`src/rtl/mixer_sat_n.sv`:
```
// rtl/mixer_sat_n.sv - time-multiplexed N-voice saturating mixer with runtime attenuation
// Optional clip counter enabled by defining MIXER_CLIP_CNT_EN.
module mixer_sat_n #(
  parameter int DATA_W   = 24,
  parameter int N_VOICES = 10,
  parameter int GUARD_W  = 4,
  parameter int SHIFT_W  = 3,
  parameter int CNT_W    = 16
) (
  input  logic              clk,
  input  logic              rst,
  input  logic              clk_en,
  input  logic              i_sync,
  input  logic [DATA_W-1:0] i_data,
  input  logic [SHIFT_W-1:0] i_shift,
  input  logic              i_mute,
  output logic [DATA_W-1:0] o_mixed,
  output logic              o_rdy,
  output logic              o_clip,
  output logic              o_resync,
  output logic [CNT_W-1:0]  o_clip_cnt
);

  localparam int ACC_W = DATA_W + GUARD_W;
  localparam int IDX_W = (N_VOICES > 1) ? $clog2(N_VOICES) : 1;
  localparam logic [IDX_W-1:0]        LAST_IDX = IDX_W'(N_VOICES - 1);
  localparam logic [SHIFT_W-1:0]      MAX_SH   = SHIFT_W'(GUARD_W);
  localparam logic signed [ACC_W-1:0] SAT_MAX  = {{(GUARD_W+1){1'b0}}, {(DATA_W-1){1'b1}}};
  localparam logic signed [ACC_W-1:0] SAT_MIN  = {{(GUARD_W+1){1'b1}}, {(DATA_W-1){1'b0}}};

  logic signed [ACC_W-1:0] r_acc;
  logic [IDX_W-1:0]        r_v_idx;
  logic signed [ACC_W-1:0] w_ext;
  logic signed [ACC_W-1:0] w_sum;
  logic signed [ACC_W-1:0] w_shifted;
  logic [SHIFT_W-1:0]      w_sh;
  logic [DATA_W-1:0]       w_sat;
  logic                    w_restart;
  logic                    w_last;
  logic                    w_over;
  logic                    w_under;
  logic                    w_clip;

  assign w_ext     = {{GUARD_W{i_data[DATA_W-1]}}, i_data};
  // With a single voice every sample is a whole frame, so i_sync never restarts.
  assign w_restart = clk_en && i_sync && (N_VOICES > 1);
  assign w_last    = clk_en && !w_restart && (r_v_idx == LAST_IDX);
  assign w_sum     = r_acc + w_ext;
  assign w_sh      = (i_shift > MAX_SH) ? MAX_SH : i_shift;
  assign w_shifted = w_sum >>> w_sh;
  assign w_over    = w_shifted > SAT_MAX;
  assign w_under   = w_shifted < SAT_MIN;
  assign w_sat     = w_over  ? {1'b0, {(DATA_W-1){1'b1}}} :
                     w_under ? {1'b1, {(DATA_W-1){1'b0}}} :
                               w_shifted[DATA_W-1:0];
  assign w_clip    = (w_over || w_under) && !i_mute;

  always_ff @(posedge clk or posedge rst) begin
    if (rst) begin
      r_acc    <= '0;
      r_v_idx  <= '0;
      o_mixed  <= '0;
      o_rdy    <= 1'b0;
      o_clip   <= 1'b0;
      o_resync <= 1'b0;
    end else begin
      o_rdy    <= 1'b0;
      o_resync <= 1'b0;
      if (w_last) begin
        o_mixed <= i_mute ? '0 : w_sat;
        o_clip  <= w_clip;
        o_rdy   <= 1'b1;
        r_acc   <= '0;
        r_v_idx <= '0;
      end else if (w_restart) begin
        o_resync <= (r_v_idx != '0);
        r_acc    <= w_ext;
        r_v_idx  <= IDX_W'(1);
      end else if (clk_en) begin
        r_acc   <= w_sum;
        r_v_idx <= r_v_idx + IDX_W'(1);
      end
    end
  end

`ifdef MIXER_CLIP_CNT_EN
  logic [CNT_W-1:0] r_clip_cnt;

  // Counts alongside the o_rdy/o_clip update so the new count is visible with the frame.
  always_ff @(posedge clk or posedge rst) begin
    if (rst) begin
      r_clip_cnt <= '0;
    end else if (w_last && w_clip && (r_clip_cnt != '1)) begin
      r_clip_cnt <= r_clip_cnt + CNT_W'(1);
    end
  end

  assign o_clip_cnt = r_clip_cnt;
`else
  assign o_clip_cnt = '0;
`endif

endmodule

```
`config.mk`:
```
export PLATFORM = sky130hd
export DESIGN_NAME = mixer_sat_n
export DESIGN_NICKNAME = d
export VERILOG_FILES = /design/src/rtl/mixer_sat_n.sv
export SDC_FILE = /design/constraint.sdc
export NUM_CORES = 1
export LEC_CHECK = 0
export CAP_MARGIN = 20
export CORE_ASPECT_RATIO = 2
export CORE_MARGIN = 2
export CORE_UTILIZATION = 37
export CTS_CLUSTER_SIZE = 40
export DETAILED_ROUTE_END_ITERATION = 8
export HOLD_SLACK_MARGIN = 0.02
export PLACE_DENSITY = 0.63
export SYNTH_ARGS = -nofsm -noshare
export SYNTH_HDL_FRONTEND = slang
export SYNTH_SLANG_ARGS = --single-unit
export TNS_END_PERCENT = 10
```
`constraint.sdc`:
```
create_clock -name clk -period 4 [get_ports clk]
set_input_delay 0.4 -clock clk [delete_from_list [all_inputs] [get_ports clk]]
set_output_delay 0.4 -clock clk [all_outputs]
set_load 0.01 [all_outputs]
```
Word-level counts from Yosys, hierarchy flattened --
Index checks and enable logic that the tools add are counted.
Word-level totals: flip-flop bits (word level) 59, ROM bits 0, bits in latches 0, memories 0, bits in writable memories 0, output and inout bits 43, bits of input ports 32
Cells by class: div/mod/pow operators 0, bitwise gates (word level) 0, multiplexer cells 13, shift-type cells 1, reduce and logical (&&, ||, !) cells 9, equal/unequal tests 1, order comparisons 3, $mul 0, add/subtract/negate cells 2
Operators by type and width (count):
- 28-bit 2-to-1 mux | 3
- 24-bit 2-to-1 mux | 3
- 28-bit by 24-bit adder with 28-bit output | 1
- 28-bit by 24-bit > comparator with 1-bit output (second input constant) | 1
- 28-bit by 24-bit less-than comparator with 1-bit output (second input constant) | 1
- 28-bit by 3-bit >>> shifter with 28-bit output | 1
- 4-bit 2-to-1 mux | 3
- 4-bit by 1-bit adder with 4-bit output (second input constant) | 1
- 4-bit equality test (second input constant) | 1
- 1-bit logical AND | 4
- 4-bit nonzero test | 1
- 3-bit > comparator (second input constant) | 1
- 1-bit 2-to-1 mux | 3
- 3-bit 2-to-1 mux | 1
- 3-bit nonzero test | 1
- 1-bit logical NOT | 2
- 1-bit logical OR | 1

Longest topological paths before layout --
Gate-level depths: netlist of the first run.
depth in word-level cells 7, mapped depth 12, depth with buffers taken out 11

Least setup slack after synthesis of the first run --
Ideal clock, no wire load.
path type input to register, start point input i_data[0], end point register o_mixed[5], stages 12, buffers on the path 1, library setup time 0.155 ns, arrival 3.066 ns, path slack 0.779 ns, cells stage by stage ha_1 fa_1 a211oi_1 o211ai_1 a211oi_1 o2111a_1 nor4_1 a311oi_1 a211oi_1 o211ai_1 clkbuf_1 o311ai_0
Between the ends: word-level cells in the longest chain between the ends 6, elaborated cells between the ends (all ways) 7
RTL lines:
- start: declaration | RTL line 14 | input logic [DATA_W-1:0] i_data,
- 28-bit by 24-bit adder with 28-bit output * | RTL line 48 | assign w_sum = r_acc + w_ext;
- 28-bit by 3-bit >>> shifter with 28-bit output * | RTL line 50 | assign w_shifted = w_sum >>> w_sh;
- 28-bit by 24-bit less-than comparator with 1-bit output | RTL line 52 | assign w_under = w_shifted < SAT_MIN;
- 24-bit 2-to-1 mux | RTL line 54 | w_under ? {1'b1, {(DATA_W-1){1'b0}}} :
- 24-bit 2-to-1 mux * | RTL line 53 | assign w_sat = w_over ? {1'b0, {(DATA_W-1){1'b1}}} :
- 24-bit 2-to-1 mux * | RTL line 70 | o_mixed <= i_mute ? '0 : w_sat;
- end signal: assignment | RTL line 70
- end: declaration | RTL line 17 | output logic [DATA_W-1:0] o_mixed,
Mark *: on every way between the ends. The rest lies on a longest branch, timed or not. A chain may end at the register's enable or synchronous reset.

Final worst setup path of the first run --
start point input i_data[18], end point register o_mixed[13]
The elaborated chain is that of the path after synthesis.

==> summary.txt, run 1 <==
worst-case clock buffer depth = 2
fillers = 1368
Synth top cells by count = 72 x nand2_1, 59 x dfrtp_1, 53 x a21oi_1, 30 x ha_1, 29 x clkbuf_1
FF-to-FF End = o_mixed[16]$_DFFE_PP0P_
number of synthesized flops with an enable pin = 0
total power = 4.07 mW
Worst-Skew Late Latency = 0.35 ns
Critical Path Sink = o_mixed[13]$_DFFE_PP0P_
TritonCTS buffer count = 9
post-synth top area share = 28.0%
distinct cell type count after synthesis = 68
outcome = completed
Post-DP Area = 0.00620 mm²
Startpoint Class = primary input
WL per Instance = 19.3 µm
worst r2r src = r_acc[0]$_DFFE_PP0P_
die height = 173 µm
initial antenna violation count = 0
DP Wirelength = 13100 µm
FMAX = 267 MHz
Via-to-Cell Ratio = 5.85
Final Hold Viols = 0
Crit path buffers/inverters = 2
Yosys reg bits = 59
Max stage delay on crit path = 0.50 ns
Critical Path Stages = 12
synthesized area per cell = 8.60 µm²
worst-case clock skew = 0.0106 ns
Slew HR = 38.0%
total leakage power = 2.78 nW
Worst Setup SP = i_data[18]
Hold Path Origin = o_mixed[23]$_DFFE_PP0P_
global route overflow = 0
Reg2Reg Depth = 13
Cell Area, Synth = 0.00527 mm²
final WL = 16900 µm
CTS Root Cell = clkbuf_16
cell taking the most area after synthesis = dfrtp_1
All-Layer GR Usage = 22.7%
unrepaired setup endpoints after global routing = false
Inserted Diodes = 0
final number of setup-violating endpoints = 0
ys async rst share = 100%
CP Max Fanout = 23
global-route wire length before repair = 27100 µm
Buffers on Ports = 58
DRT iter0 DRCs = 324
Place WS = -0.0610 ns
end-of-flow core utilization = 47.2%
core box area = 0.0139 mm²
Die Width = 88.4 µm
CTS tree = yes
CP delay by family, top = simple AND/OR/NAND/NOR gates
layout cells sized above 1 = 12.4%
VDD IR max = 0.292 mV
Worst R2R Setup Slack = 0.40 ns
critical path type = primary input to flip-flop
Final Cell Area = 0.00656 mm²
Crit. End Element = flip-flop
Worst EP arrival = 3.95 ns
gpl congestion = 0.928
CTS Hold Bufs = 0
max_cap viols = 0
Top Ports = 75
std cell rows = 61
Synth-to-Final Area Change = 24.6%
WHS = 0.486 ns
post-synthesis cell count = 612
htree depth = 3
CTS clock-pin slew for the worst setup and hold paths = 0.06 ns
HP Class = flip-flop to flip-flop
# DRC = 0
most frequent cell after synthesis = nand2_1
power per cell area = 620 mW/mm²
ANT nets after route = 0
1st-pass router iterations = 4
pin count of the biggest net entering global routing = 36
crit path cell chain = clkdlybuf4s50_1, ha_1, nand4_1, nor4_1, a21oi_1, and4_1, nor3_4, nand4_1, o211ai_1, a211oi_2, buf_12, o311ai_0
synth warn = 0
# clock sinks = 59
initial core utilization = 37.9%
Final period util = 93.6%
Slew @ Worst Pin = 0.928 ns
die area = 0.0153 mm²
ys flop type = dfrtp_1
Nets = 746
required time worst endpoint = 4.21 ns
post-synthesis sequential area ratio = 28.0%
fin. max-slew vios = 0
Crit path top cell by count = nand4_1
min Tclk post-route = 3.74 ns
DR vias = 5129
Crit-path slowest cell = ha_1
vias in the first global route = 5170
crit path setup slack, layout = 0.257 ns
Area contributors post-synth = dfrtp_1 28%, ha_1 7.1%, nand2_1 5.1%
-- layout by cell type (no fill, tap or decap), drive strengths merged, types with 17 or more instances in the layout --
master         count
nor2b             23
o311ai            25
mux2i             19
nand2             72
o21ai             30
a221o             17
a21oi             56
clkdlybuf4s50     58
buf               45
dfrtp             59
ha                30
nor2              26
-- per-layer routing --
metal	up-vias	share of wire, %	track usage, %
met4	0	3.5	9.28
li1	2439	-	-
met3	34	3.1	2.77
met2	158	55	41.8
met1	2498	38	25.2
met5	-	0	0
-- what timing repair did --
item | 4_1_cts | 5_1_grt
resized for setup | 0 | 1
hold endpoints to repair | 0 | 0
setup endpoints to repair | 0 | 1
buffers inserted | 0 | 0
-- state kept, by name, summed over array words and instances (netlist names) --
signal	flops
o_rdy	1
r_v_idx	4
o_resync	1
r_acc	28
o_clip	1
o_mixed	24
-- power by group --
group	total (mW)	switching, mW	internal (mW)	leakage [nW]
sequential	0.757	0.0602	0.697	0.764
clock	0.942	0.315	0.627	0.173
combinational	2.37	1.36	1.01	1.84
total	4.07	1.73	2.33	2.78
-- how the worst min path moves through the flow --
stage	to	slack, ns	cells after the start
after floorplan	r_acc[24]$_DFFE_PP0P_	0.47	2
after global placement	o_mixed[23]$_DFFE_PP0P_	0.47	2
after detailed placement	o_mixed[23]$_DFFE_PP0P_	0.48	2
after CTS	o_mixed[23]$_DFFE_PP0P_	0.50	2
after global routing	o_mixed[9]$_DFFE_PP0P_	0.53	2
final	o_mixed[23]$_DFFE_PP0P_	0.49	2
-- worst reg2reg max path, delay by kind of cell (launching register included) --
kind / cells / cell delay, ns
adder cells (fa/ha/maj): 2 / 0.65
flip-flops: 1 / 0.38
XOR/XNOR: 1 / 0.18
buffers and inverters: 2 / 0.32
AO/OA/AOI/OAI: 8 / 1.91
-- kinds of logic after synthesis --
family | after synthesis | share of synthesized area, %
compound gates | 211 | 28.9
simple gates | 186 | 17.8
buf+inv | 74 | 7.11
flops | 59 | 28.0
fa+ha+maj | 31 | 7.51
mux | 27 | 6.61
xor+xnor | 23 | 3.97
other cells | 1 | 0.0712
-- stage by stage --
step	setup TNS (ns)	std cells
6_report	0	877
5_1_grt	0	877
4_1_cts	0	877
3_5_place_dp	-0.126	861
3_3_place_gp	-0.0295	861
2_1_floorplan	0	627
-- final cells by class --
class	instances	area, µm²	share of cell area (%)
Clock buffer	10	239	3.64
Clock inverter	6	113	1.72
Inverter	16	60.1	0.915
Multi-Input combinational cell	494	3480	53.1
Sequential cell	59	1480	22.5
Tap cell	189	236	3.60
Timing Repair Buffer	103	956	14.6
Power figures use the tool's default switching activity.
==> inputs of run 2 (changes only) <==
--- a/config.mk
+++ b/config.mk
@@ -6,13 +6,14 @@
 export NUM_CORES = 1
 export LEC_CHECK = 0
 export CAP_MARGIN = 20
-export CORE_ASPECT_RATIO = 2
+export CORE_ASPECT_RATIO = 0.8
 export CORE_MARGIN = 2
 export CORE_UTILIZATION = 37
 export CTS_CLUSTER_SIZE = 40
 export DETAILED_ROUTE_END_ITERATION = 8
 export HOLD_SLACK_MARGIN = 0.02
 export PLACE_DENSITY = 0.63
+export RECOVER_POWER = 25
 export SYNTH_ARGS = -nofsm -noshare
 export SYNTH_HDL_FRONTEND = slang
 export SYNTH_SLANG_ARGS = --single-unit
==> constraint.sdc (replaced) <==
create_clock -name clk -period 4.7 [get_ports clk]
set_input_delay 0.47 -clock clk [delete_from_list [all_inputs] [get_ports clk]]
set_output_delay 0.47 -clock clk [all_outputs]
set_load 0.01 [all_outputs]
==> run 2 against run 1 <==
Compared with the run above:
- the flow now finishes with violations (capacitance limit, slew limit)
- final cell count down 4.9%
- utilization shrank 2.1 points
- combinational power fell by 22%
- total power shrank 22%
- worst hold slack better by 0.0083 ns
- sequential cell count stayed put
- highest routed layer unchanged
==> summary.txt, run 2 (same netlist as run 1, synthesis figures left out) <==
outcome = complete, but fails checks (was completed)
failing checks = capacitance limit, slew limit
# Post-CTS Setup Buffers = 0 (unchanged)
power per cell area = 514 mW/mm² (was 620 mW/mm²)
max FFs per register = 28 (unchanged)
Slew @ Worst Pin = 3.27 ns (was 0.928 ns)
Crit. End Element = flip-flop (unchanged)
global route overflow = 0 (unchanged)
gpl congestion = 0.966 (was 0.928)
# clock sinks = 59 (unchanged)
required time worst endpoint = 4.91 ns (was 4.21 ns)
vias in the first global route = 4541 (was 5170)
Place WS = 0.356 ns (was -0.0610 ns)
CTS tree = yes (unchanged)
VDD IR max = 0.245 mV (was 0.292 mV)
worst-case clock buffer depth = 2 (unchanged)
Via-to-Cell Ratio = 5.99 (was 5.85)
CTS Root Cell = clkbuf_16 (unchanged)
# DRC = 0 (unchanged)
DR vias = 4994 (was 5129)
Worst-Skew Late Latency = 0.34 ns (was 0.35 ns)
Inserted Diodes = 0 (unchanged)
DRT iter0 DRCs = 584 (was 324)
worst-case clock skew = 0.00997 ns (was 0.0106 ns)
std cell rows = 38 (was 61)
Final period util = 87.1%
final number of setup-violating endpoints = 0 (unchanged)
Final Hold Viols = 0 (unchanged)
layout cells sized above 1 = 7.19% (was 12.4%)
initial antenna violation count = 0 (unchanged)
largest registers = r_acc: 28 flops, o_mixed: 24 flops, r_v_idx: 4 flops (unchanged)
Crit path top cell by count = a211oi_1 (was nand4_1)
Die Width = 137 µm (was 88.4 µm)
Worst EP arrival = 4.30 ns (was 3.95 ns)
crit path setup slack, layout = 0.607 ns (was 0.257 ns)
most frequent cells in the layout = 72 x nand2_1, 59 x dfrtp_1, 57 x clkdlybuf4s50_1, 53 x a21oi_1, 30 x ha_1 (was 72 x nand2_1, 59 x dfrtp_1, 58 x clkdlybuf4s50_1, 53 x a21oi_1, 42 x buf_4)
max_cap viols = 1 (was 0)
setup tns final = 0 ns (unchanged)
final WL = 15800 µm (was 16900 µm)
commonest non-fill, non-tap cell in the layout = nand2_1 (unchanged)
Top Ports = 75 (unchanged)
largest register by flop count = r_acc (unchanged)
Layout Cells excl Fill = 834 (was 877)
Crit-path slowest cell = fa_1 (was ha_1)
initial core utilization = 38.3% (was 37.9%)
pin count of the biggest net entering global routing = 60 (was 36)
unrepaired setup endpoints after global routing = false (unchanged)
1st-pass router iterations = 6 (was 4)
FMAX = 244 MHz
Max stage delay on crit path = 0.44 ns (was 0.50 ns)
ANT nets after route = 0 (unchanged)
TritonCTS buffer count = 9 (unchanged)
DP Wirelength = 11600 µm (was 13100 µm)
Nets = 712 (was 746)
Synth-to-Final Area Change = 17.8% (was 24.6%)
Inst Count DP = 818 (was 861)
total leakage power = 2.57 nW (was 2.78 nW)
Startpoint Class = primary input (unchanged)
core box area = 0.0137 mm² (was 0.0139 mm²)
All-Layer GR Usage = 20.9% (was 22.7%)
Buffers on Ports = 58 (unchanged)
fin. max-slew vios = 60 (was 0)
htree depth = 3 (unchanged)
HP Class = flip-flop to flip-flop (unchanged)
WL per Instance = 18.9 µm (was 19.3 µm)
CTS Hold Bufs = 0 (unchanged)
Slew HR = -118% (was 38.0%)
total power = 3.19 mW (was 4.07 mW)
post_cts resized = 0 (unchanged)
crit path cell chain = clkdlybuf4s50_1, ha_1, fa_1, a211oi_1, o211ai_1, a211oi_1, o21ai_0, a21boi_0, xor2_1, o211a_1, o31a_1, o311ai_0 (was clkdlybuf4s50_1, ha_1, nand4_1, nor4_1, a21oi_1, and4_1, nor3_4, nand4_1, o211ai_1, a211oi_2, buf_12, o311ai_0)
min Tclk post-route = 4.09 ns
global-route wire length before repair = 25000 µm (was 27100 µm)
die area = 0.0152 mm² (was 0.0153 mm²)
die height = 111 µm (was 173 µm)
critical path type = primary input to flip-flop (unchanged)
CP Max Fanout = 4 (was 23)
CTS clock-pin slew for the worst setup and hold paths = 0.05 ns (was 0.06 ns)
-- run 2: changes by cell type in the layout (fill, tap and decap cells not counted), moves of 2 or more --
cell and delta:
bufinv_16 -2, buf_12 -3, buf_4 -32, clkbuf_1 +2
-- run 2: layout make-up --
class | instances | area (µm²)
Tap cell | 180 | 225
Clock buffer | 12 | 256
Clock inverter | 4 | 48.8
Sequential cell | 59 | 1480
Multi-Input combinational cell | 494 | 3470
Timing Repair Buffer | 69 | 659
Fill cell | 1295 | 7540
Inverter | 16 | 60.1
-- run 2: worst paths after layout --
path	to	slack (ns)	cells after the start	startpoint
max in group asynchronous	r_acc[13]$_DFFE_PP0P_	1.01	3	rst
max reg2reg	o_mixed[18]$_DFFE_PP0P_	0.81	11	r_acc[0]$_DFFE_PP0P_
min in group asynchronous	o_rdy$_DFF_PP0_	1.82	3	rst
min	o_mixed[8]$_DFFE_PP0P_	0.49	2	o_mixed[8]$_DFFE_PP0P_
min reg2reg	o_mixed[8]$_DFFE_PP0P_	0.49	2	o_mixed[8]$_DFFE_PP0P_
max	o_mixed[18]$_DFFE_PP0P_	0.61	12	i_data[0]
-- run 2: where the power goes --
part	leakage, nW	switching [mW]	internal [mW]
clock network	0.153	0.260	0.439
registers	0.764	0.0526	0.593
logic	1.66	1.15	0.700
total	2.57	1.46	1.73
-- run 2: worst max-delay path: cells and delay by family --
| kind | cells | cell delay, ns |
|---|---|---|
| adder cells (fa/ha/maj) | 2 | 0.71 |
| buffers and inverters | 1 | 0.43 |
| XOR/XNOR | 1 | 0.27 |
| AO/OA/AOI/OAI | 8 | 2.43 |
-- run 2: layer usage --
layer	share of wire [%]	global-route usage (%)	wire [µm]
met5	0	0	0
met4	0.97	4.54	153
met3	7.3	4.12	1160
met2	41	28.1	6430
met1	51	33.7	8060
-- run 2: through the flow --
step | hold WS (ns) | util [%] | instance area [µm²]
final | 0.494 | 45.1 | 6200
after global routing | 0.532 | 45.1 | 6200
after CTS | 0.501 | 45.1 | 6200
after detailed placement | 0.489 | 42.9 | 5900
after global placement | 0.486 | 42.9 | 5900
after floorplan | 0.475 | - | 5320
